===== src/rtl/eeprom_spi_xfer.sv =====
// Bit-serial SPI transaction engine for the serial EEPROM: shifts one frame of up to 32 bits
// MSB-first, captures the response after the mux/pad latency, then optionally waits for MCU ready.
module eeprom_spi_xfer #(
   parameter int RX_LATENCY     = 2,
   parameter int TIMEOUT_CYCLES = 4096
) (
   input  logic        SClk,
   input  logic        nReset,
   input  logic        Start,
   input  logic [31:0] TxData,
   input  logic [5:0]  TxBits,
   input  logic        WaitReady,
   input  logic        SPIDi,
   input  logic        MCUReady,
   output logic        Busy,
   output logic        Done,
   output logic        Timeout,
   output logic [31:0] RxData,
   output logic        SPISel,
   output logic        SPIDo,
   output logic        SPIClkRunning
);

   localparam int CNT_W = $clog2(TIMEOUT_CYCLES + 1);
   localparam int DRN_W = (RX_LATENCY > 1) ? $clog2(RX_LATENCY) : 1;
   localparam logic [CNT_W-1:0] TO_LAST  = CNT_W'(TIMEOUT_CYCLES);
   localparam logic [DRN_W-1:0] DRN_LAST = DRN_W'(RX_LATENCY - 1);

   localparam logic [2:0] ST_IDLE  = 3'd0;
   localparam logic [2:0] ST_SETUP = 3'd1;
   localparam logic [2:0] ST_SHIFT = 3'd2;
   localparam logic [2:0] ST_DRAIN = 3'd3;
   localparam logic [2:0] ST_WAIT  = 3'd4;
   localparam logic [2:0] ST_DONE  = 3'd5;

   logic [2:0]            state_reg;
   logic [2:0]            state_next;
   logic [31:0]           shift_reg;
   logic [5:0]            bits_reg;
   logic [5:0]            bit_cnt_reg;
   logic [DRN_W-1:0]      drain_cnt_reg;
   logic [CNT_W-1:0]      to_cnt_reg;
   logic                  wait_en_reg;
   logic [31:0]           rx_reg;
   logic                  timeout_reg;
   logic [RX_LATENCY-1:0] rx_valid_reg;
   logic                  ready_meta_reg;
   logic                  ready_sync_reg;
   logic                  ready_prev_reg;

   logic [5:0]  n_clamped;
   logic [31:0] shift_load;
   logic        ready_fall;
   logic        timeout_hit;
   logic        start_ok;
   logic        rx_sample;

   assign n_clamped   = (TxBits > 6'd32) ? 6'd32 : TxBits;
   assign shift_load  = TxData << (6'd32 - n_clamped);
   assign ready_fall  = ready_prev_reg & ~ready_sync_reg;
   assign timeout_hit = !ready_fall && (to_cnt_reg == TO_LAST);
   assign start_ok    = (state_reg == ST_IDLE) && Start;
   // The shift strobe delayed by the round-trip latency marks cycles where SPIDi holds a response bit.
   assign rx_sample   = rx_valid_reg[RX_LATENCY-1];

   always_comb begin
      state_next = state_reg;
      case (state_reg)
         ST_IDLE:  if (Start) state_next = ST_SETUP;
         ST_SETUP: state_next = (bits_reg != 6'd0) ? ST_SHIFT : ST_DRAIN;
         ST_SHIFT: if (bit_cnt_reg == bits_reg - 6'd1) state_next = ST_DRAIN;
         ST_DRAIN: if (drain_cnt_reg == DRN_LAST) state_next = wait_en_reg ? ST_WAIT : ST_DONE;
         ST_WAIT:  if (ready_fall || timeout_hit) state_next = ST_DONE;
         ST_DONE:  state_next = ST_IDLE;
         default:  state_next = ST_IDLE;
      endcase
   end

   always_ff @(posedge SClk) begin
      if (!nReset) begin
         state_reg      <= ST_IDLE;
         shift_reg      <= '0;
         bits_reg       <= '0;
         bit_cnt_reg    <= '0;
         drain_cnt_reg  <= '0;
         to_cnt_reg     <= '0;
         wait_en_reg    <= 1'b0;
         rx_reg         <= '0;
         timeout_reg    <= 1'b0;
         rx_valid_reg   <= '0;
         ready_meta_reg <= 1'b1;
         ready_sync_reg <= 1'b1;
         ready_prev_reg <= 1'b1;
      end else begin
         state_reg      <= state_next;
         ready_meta_reg <= MCUReady;
         ready_sync_reg <= ready_meta_reg;
         ready_prev_reg <= ready_sync_reg;
         rx_valid_reg   <= RX_LATENCY'({rx_valid_reg, (state_reg == ST_SHIFT)});

         if (start_ok)
            rx_reg <= '0;
         else if (rx_sample)
            rx_reg <= {rx_reg[30:0], SPIDi};

         case (state_reg)
            ST_IDLE: begin
               if (Start) begin
                  shift_reg     <= shift_load;
                  bits_reg      <= n_clamped;
                  wait_en_reg   <= WaitReady;
                  timeout_reg   <= 1'b0;
                  bit_cnt_reg   <= '0;
                  drain_cnt_reg <= '0;
                  to_cnt_reg    <= '0;
               end
            end
            ST_SHIFT: begin
               shift_reg   <= {shift_reg[30:0], 1'b0};
               bit_cnt_reg <= bit_cnt_reg + 6'd1;
            end
            ST_DRAIN: drain_cnt_reg <= drain_cnt_reg + DRN_W'(1);
            ST_WAIT: begin
               // A ready edge in the terminal cycle takes priority over the timeout.
               if (timeout_hit)
                  timeout_reg <= 1'b1;
               else if (!ready_fall)
                  to_cnt_reg <= to_cnt_reg + CNT_W'(1);
            end
            default: ;
         endcase
      end
   end

   assign Busy          = (state_reg == ST_SETUP) || (state_reg == ST_SHIFT) ||
                          (state_reg == ST_DRAIN) || (state_reg == ST_WAIT);
   assign Done          = (state_reg == ST_DONE);
   assign SPISel        = (state_reg == ST_SETUP) || (state_reg == ST_SHIFT) ||
                          (state_reg == ST_DRAIN);
   assign SPIClkRunning = (state_reg == ST_SHIFT);
   assign SPIDo         = (state_reg == ST_SHIFT) && shift_reg[31];
   assign RxData        = rx_reg;
   assign Timeout       = timeout_reg;

endmodule


===== config.mk =====
export PLATFORM = sky130hd
export DESIGN_NAME = eeprom_spi_xfer
export DESIGN_NICKNAME = d
export VERILOG_FILES = /design/src/rtl/eeprom_spi_xfer.sv
export SDC_FILE = /design/constraint.sdc
export NUM_CORES = 1
export LEC_CHECK = 0
export ABC_AREA = 1
export CORE_MARGIN = 8
export CORE_UTILIZATION = 50
export CTS_CLUSTER_DIAMETER = 40
export DETAILED_ROUTE_END_ITERATION = 10
export HOLD_SLACK_MARGIN = 0.15
export PLACE_DENSITY = 0.77
export SKIP_LAST_GASP = 1
export SYNTH_ARGS = -nofsm -noshare
export SYNTH_HDL_FRONTEND = slang
export SYNTH_SLANG_ARGS = --single-unit

===== constraint.sdc =====
create_clock -name SClk -period 2.95 [get_ports SClk]
set_input_delay 0.885 -clock SClk [delete_from_list [all_inputs] [get_ports SClk]]
set_output_delay 0.885 -clock SClk [all_outputs]
set_load 0.05 [all_outputs]

==> results.sh, run 1 <==
export IMPL_run_status="finished, final reports clean"
export IMPL_min_period_ps=2851
export IMPL_setup_viol=0
export IMPL_htree_levels=3
export IMPL_synthCells=939
export IMPL_cp_max_fo=13
export IMPL_synth_area_um2=6060
export IMPL_synthArstFlopShare=0
export IMPL_core_um2=11910
export IMPL_synth_ff_type="dfxtp_1"
export IMPL_gp_congestion=0.9169
export IMPL_cts_inserted_buffers=9
export IMPL_viasPerCell=5.605
export IMPL_internal_power_mw=2.937
export IMPL_synth_edf_count=0
export IMPL_via_count=6619
export IMPL_antenna_found_initial=0
export IMPL_r2r_end="shift_reg[17]"
export IMPL_max_freq_mhz=350.7
export IMPL_ir_worst_vdd_uv=422.0
export IMPL_power_density_nw_per_um2=624.8
export IMPL_startpoint_type="primary input"
export IMPL_tightest_slew_ps=918.2
export IMPL_path_clk_slew_ps=70
export IMPL_drtIter0Drc=609
export IMPL_wl_um=17020
export IMPL_grt_pass1_wl_um=28340
export IMPL_critical_path_arrival_ps=3130
export IMPL_dieArea_um2=15900
export IMPL_drv_cap=0
export IMPL_timing_rr_start="state_reg[1]"
export IMPL_placed_area_um2=7209
export IMPL_fin_crit_sh=0.9665
export IMPL_rrSetupSlack_ps=960
export IMPL_clockBufferDepth=2
export IMPL_synth_seq_cells=100
export IMPL_syn_to_final_growth_pct=25.48
export IMPL_clockPowerShare=0.264
export IMPL_min_path_type="register to register"
export IMPL_skew_ps=7.210
export IMPL_p_comb_frac=0.401
export IMPL_grt_pass1_vias=5975
export IMPL_maxSlewHeadroom=0.3872
export IMPL_path_class="primary input to register"
export IMPL_start_util=0.5087
export IMPL_rows=40
export IMPL_drt_first_pass_iters=5
export IMPL_grt_setup_unrepaired="yes"
export IMPL_layout_drive_gt1_share=0.1044
export IMPL_reg2regPathDepth=12
export IMPL_p_leak_nw=3.052
export IMPL_final_area_um2=7604
export IMPL_synthesis_area_per_instance_um2=6.453
export IMPL_clock_sinks=100
export IMPL_min_from="ready_meta_reg"
export IMPL_clk_latency_ps=340
export IMPL_ys_types=44
export IMPL_drc=0
export IMPL_ys_warn_count=0
export IMPL_clockRootBuffer="clkbuf_16"
export IMPL_holdPathStages=1
export IMPL_whs_endpoint="ready_sync_reg"
export IMPL_ys_seq_area_frac=0.3304
export IMPL_p_sw_mw=1.814
export IMPL_antenna_cells=0
export IMPL_seqPwrFrac=0.335
export IMPL_syn_num_nets=988
export IMPL_layout_nets=1078
export IMPL_die_x_um=126.1
export IMPL_hold_viol_final=0
export IMPL_grt_usage=0.2101
export IMPL_setup_tns_ps=0
export IMPL_portBuffers=81
export IMPL_switching_share=0.3818
export IMPL_grt_max_degree=37
export IMPL_critPathRequiredTime_ps=3230
export IMPL_slew_violations=0
export IMPL_totalPowerFinal_mw=4.751
export IMPL_cts_tree="yes"
export IMPL_ant_nets=0
export IMPL_die_y_um=126.1
export IMPL_crit_path_start="TxBits[4]"
export IMPL_pin_count=82
export IMPL_hpwl_um=12640
export IMPL_cp_end_kind="register"
export IMPL_overflow=0
export IMPL_wire_per_inst_um=14.41
## repair_timing
action | in CTS | in global routing
setup buffers | 0 | 2
resized for setup | 2 | 12
hold buffers | 0 | 0
gates cloned | 0 | 0
endpoints found under the setup margin | 6 | 30
pin swaps | 0 | 3
endpoints found under the hold margin | 0 | 0
## critical path, stage by stage
cell and delay [ps]:
clkdlybuf4s50_1 430, nor2_2 180, nand3_4 120, nand2_8 80
nand2_1 110, ha_4 200, inv_1 70, nand3_1 120
nand2_4 170, buf_4 170, nand3_1 110, nand2_1 150
nand3_1 80, nand3_1 110, nor2_1 40, nor2_1 80
## kinds of logic after synthesis
| group | count (synthesis) | synth area share |
|---|---|---|
| and+or+nand+nor | 577 | 0.4404 |
| buffers and inverters | 130 | 0.09457 |
| AOI/OAI and AO/OA | 116 | 0.1072 |
| DFF | 100 | 0.3304 |
| xor gates and xnor gates | 11 | 0.01714 |
| adders and majority gates | 5 | 0.01032 |
## power groups by stage
stage	sequential (mW)	combinational, mW	clock (mW)
6_report	1.59	1.91	1.25
4_1_cts	1.59	1.87	1.27
2_1_floorplan	1.60	1.32	0
3_5_place_dp	1.62	1.86	0
3_3_place_gp	1.61	1.85	0
5_1_grt	1.61	2.12	1.33
## area by class of cell
cell class                 count  area [µm²]
clock buffer                  10       229.0
clock inverter                 6       87.58
fill                        1132        4308
inverter                      76       285.3
multi-input combinational    709        3535
sequential                   100        2002
tap                          147       183.9
timing repair buffer         133        1281
## cell usage in the layout, fill, tap and decap left out, drive strengths merged
master         netlist  final
nand3              267    267
nand2              238    238
dfxtp              100    100
clkdlybuf4s50        0     76
inv                 75     76
a21oi               65     65
buf                 28     55
nor2                39     39
o21ai               20     20
nor3                14     14
a31oi               13     13
nand4               10     10
clkbuf              26     10
o22ai                9      9
xor2                 7      7
ha                   5      5
or2                  4      4
xnor2                4      4
nor4                 4      4
clkinv               1      4
o31ai                2      2
bufinv               0      2
dlymetal6s2s         0      2
and2                 1      1
o311a                1      1
a32o                 1      1
o21a                 1      1
a22oi                1      1
a22o                 1      1
o211ai               1      1
o311ai               1      1
## per-layer routing
layer | GRT usage | up-vias | wire (µm)
li1 | - | 3361 | -
met1 | 0.2717 | 3048 | 7588
met2 | 0.3509 | 188 | 8333
met3 | 0.04346 | 22 | 920
met4 | 0.04742 | 0 | 175
met5 | 0 | - | 0
## stage by stage
stage / setup slack, ps / instances / hold slack, ps / util
6_report: 98.87 / 1181 / 410.3 / 0.6383
5_1_grt: -26.39 / 1181 / 439.8 / 0.6383
4_1_cts: 3.815 / 1179 / 416.9 / 0.6325
3_5_place_dp: -405.5 / 1163 / 402.9 / 0.6053
3_3_place_gp: -412.6 / 1163 / 395.0 / 0.6053
2_1_floorplan: 4.722 / 939 / 390.5 / -
## Yosys cell counts, types with 2 or more instances
cell type,n,area share
dfxtp_1,100,0.33
nor2_1,36,0.022
xnor2_1,4,0.0058
inv_2,7,0.0043
buf_6,5,0.0093
o31ai_1,2,0.0025
o21ai_0,17,0.014
inv_1,68,0.042
nor4_1,4,0.0041
xor2_1,6,0.0087
nand4_1,10,0.010
a31oi_1,13,0.013
nor3_1,12,0.0099
nand2_4,2,0.0037
clkbuf_1,26,0.016
a21oi_1,64,0.053
buf_1,5,0.0031
buf_4,10,0.012
nand2_2,7,0.0072
o22ai_1,9,0.0093
nand3_1,266,0.22
nand2_1,228,0.14
o21ai_1,3,0.0025
buf_2,8,0.0066
ha_1,5,0.010
or2_2,4,0.0041
## worst max path at each step
stage,cells past startpoint,slack (ps),to
floorplan,16,5,shift_reg[30]
global placement,12,-410,shift_reg[16]
detailed placement,16,-410,shift_reg[23]
CTS,15,4,shift_reg[28]
global route,16,-30,shift_reg[23]
finish,16,100,shift_reg[23]
No activity file was read; power rests on OpenSTA's default activity.
==> run 2: changes to the inputs <==
TNS_END_PERCENT = 100   (was default)
==> results of run 2 <==
Final layout, timing and power as in run 1 (identical DEF).
==> run 3: changes to the inputs <==
ABC_AREA = default   (was 1)
==> run 3 against run 2 <==
Sequential power is 3% higher. Utilization is 3.9 points higher. Sequential share of layout area is 1.4 points lower. Critical path depth is 3 lower. Hold slack better by 22 ps. Final cell count is 17% lower. Non-clock buffer count is 44 higher. Design area is 5.7% higher. Register-to-register slack worse by 90 ps. Fmax is 1.3% lower. Largest power group unchanged. First-iteration DRC count is 16% lower. Global-route usage is 1.2 points higher.
==> results.sh, run 3 <==
export IMPL_synth_common_cells="100 x dfxtp_1, 85 x nand2_1, 79 x nor2_1"
export IMPL_synth_area_um2=6016
export IMPL_synthCells=692
export IMPL_final_cell_mix="99 x dfxtp_1, 88 x buf_4, 85 x nand2_1"
export IMPL_tightest_slew_ps=932.1
export IMPL_reg2regPathDepth=9
export IMPL_ant_nets=0
export IMPL_synthesis_area_per_instance_um2=8.693
export IMPL_grt_util_met1=0.2566
export IMPL_placed_area_um2=7497
export IMPL_skew_ps=6.141
export IMPL_cts_tree="yes"
export IMPL_synth_compound_area_share=0.1427
export IMPL_path_clk_slew_ps=70
export IMPL_final_area_um2=8038
export IMPL_synth_xor_area_frac=0.03681
export IMPL_viasPerCell=6.052
export IMPL_pin_count=82
export IMPL_synth_ff_type="dfxtp_1"
export IMPL_clk_latency_ps=350
export IMPL_drtIter0Drc=511
export IMPL_clockRootBuffer="clkbuf_16"
export IMPL_max_freq_mhz=346.2
export IMPL_synthSimpleGateAreaFrac=0.2169
export IMPL_cp_max_fo=7
export IMPL_cts_inserted_buffers=9
export IMPL_grt_use_met3=0.04051
export IMPL_fin_crit_sh=0.9793
export IMPL_synth_top_cell_area_share=0.3328
export IMPL_core_um2=11860
export IMPL_muxShareOfSynthArea=0.2107
export IMPL_postLayoutCoreUtil=0.6776
export IMPL_path_class="primary input to register"
export IMPL_synthArstFlopShare=0
export IMPL_grt_pass1_vias=6006
export IMPL_use_met2=0.3980
export IMPL_gp_congestion=0.9531
export IMPL_maxSlewHeadroom=0.3786
export IMPL_holdPathStages=1
export IMPL_setup_tns_ps=0
export IMPL_slew_violations=0
export IMPL_wl_um=18010
export IMPL_antenna_cells=0
export IMPL_hpwl_um=13220
export IMPL_dieArea_um2=15800
export IMPL_post_synth_top_count_cell="dfxtp_1"
export IMPL_yosys_area_share_adder=0.01040
export IMPL_totalPowerFinal_mw=4.842
export IMPL_layout_nets=879
export IMPL_synth_top_family_by_area="simple AND/OR/NAND/NOR gates"
export IMPL_p_leak_nw=3.060
export IMPL_hold_viol_final=0
export IMPL_via_count=5943
export IMPL_ys_warn_count=0
export IMPL_ys_types=70
export IMPL_htree_levels=3
export IMPL_start_util=0.5072
export IMPL_syn_num_nets=741
export IMPL_run_status="finished, final reports clean"
export IMPL_drc=0
export IMPL_grt_pass1_wl_um=29330
export IMPL_die_x_um=125.7
export IMPL_layout_drive_gt1_share=0.2168
export IMPL_cp_end_kind="register"
export IMPL_timing_hold_ws_ps=432.3
export IMPL_rows=40
export IMPL_antenna_found_initial=0
export IMPL_power_density_nw_per_um2=602.4
export IMPL_clockBufferDepth=2
export IMPL_ys_top_cells_by_area="dfxtp_1 33%, mux2i_1 11%, mux4_2 8.6%"
export IMPL_final_common_cell="dfxtp_1"
export IMPL_grt_usage=0.2223
export IMPL_drt_first_pass_iters=7
export IMPL_syn_to_final_growth_pct=33.61
export IMPL_min_period_ps=2889
export IMPL_overflow=0
export IMPL_ys_seq_area_frac=0.3328
export IMPL_portBuffers=81
export IMPL_ir_worst_vdd_uv=297.2
export IMPL_grt_max_degree=45
export IMPL_yosysTopAreaCell="dfxtp_1"
export IMPL_startpoint_type="primary input"
export IMPL_drv_cap=0
export IMPL_setup_viol=0
export IMPL_top_usage_layer="met2"
export IMPL_synth_edf_count=0
export IMPL_clock_sinks=100
export IMPL_synth_seq_cells=100
export IMPL_min_path_type="register to register"
export IMPL_critical_path_arrival_ps=3160
export IMPL_critPathRequiredTime_ps=3220
export IMPL_die_y_um=125.7
export IMPL_wire_per_inst_um=18.34
[run 3: per-stage QoR]
stage	cells	setup WS (ps)
global placement	952	-605.6
floorplan	692	-293.5
CTS	981	38.15
finish	982	61.13
detailed placement	952	-731.8
global route	982	-29.17
[run 3: metal layers]
layer	part of all wire	vias to the layer above
li1	-	2788
met4	0.024	0
met2	0.50	294
met3	0.065	37
met5	0	-
met1	0.41	2824
[run 3: worst max-delay path, cell delays in order]
cell,delay [ps]
dlygate4sd2_1,270
nand2b_4,80
ha_4,250
buf_12,140
buf_8,130
buf_12,120
buf_12,130
buf_4,130
mux2i_1,120
mux4_2,500
nand2_1,90
nand3_1,100
a31oi_1,190
[run 3: power breakdown]
group | switching (mW) | internal, mW
Clock | 0.546 | 0.583
Combinational | 1.17 | 0.904
Sequential | 0.137 | 1.50
[run 3: kinds of logic (layout without fill, tap and decap cells)]
group | count (synthesis) | after routing
simple gates | 273 | 273
compound gates | 132 | 132
flops | 100 | 100
mux | 97 | 97
buf+inv | 64 | 207
xor+xnor | 21 | 21
fa+ha+maj | 5 | 5
[run 3: path summary, 6_finish.rpt]
check | startpoint | endpoint | slack, ps
worst max-delay path | TxBits[1] | shift_reg[24] | 60
worst min-delay path | ready_sync_reg | ready_prev_reg | 430
worst max register to register | state_reg[2] | shift_reg[24] | 870
worst min register to register | ready_sync_reg | ready_prev_reg | 430
[run 3: cell type report]
type                    count  area, µm²
multi-input cells         528       3856
well taps                 147      183.9
flip-flops and latches    100       2003
fillers                   956       3824
repair buffers            177       1659
inverters                  14      55.05
clock buffers               9      225.2
clock inverters             7      55.05
[run 3: what timing repair did]
item                                    CTS  global route
hold buffers                              0             0
setup buffers                            12             1
endpoints found under the setup margin   27            17
endpoints found under the hold margin     0             0
gates resized for setup                  19             8
gates cloned                              1             0
pin swaps                                 4             2
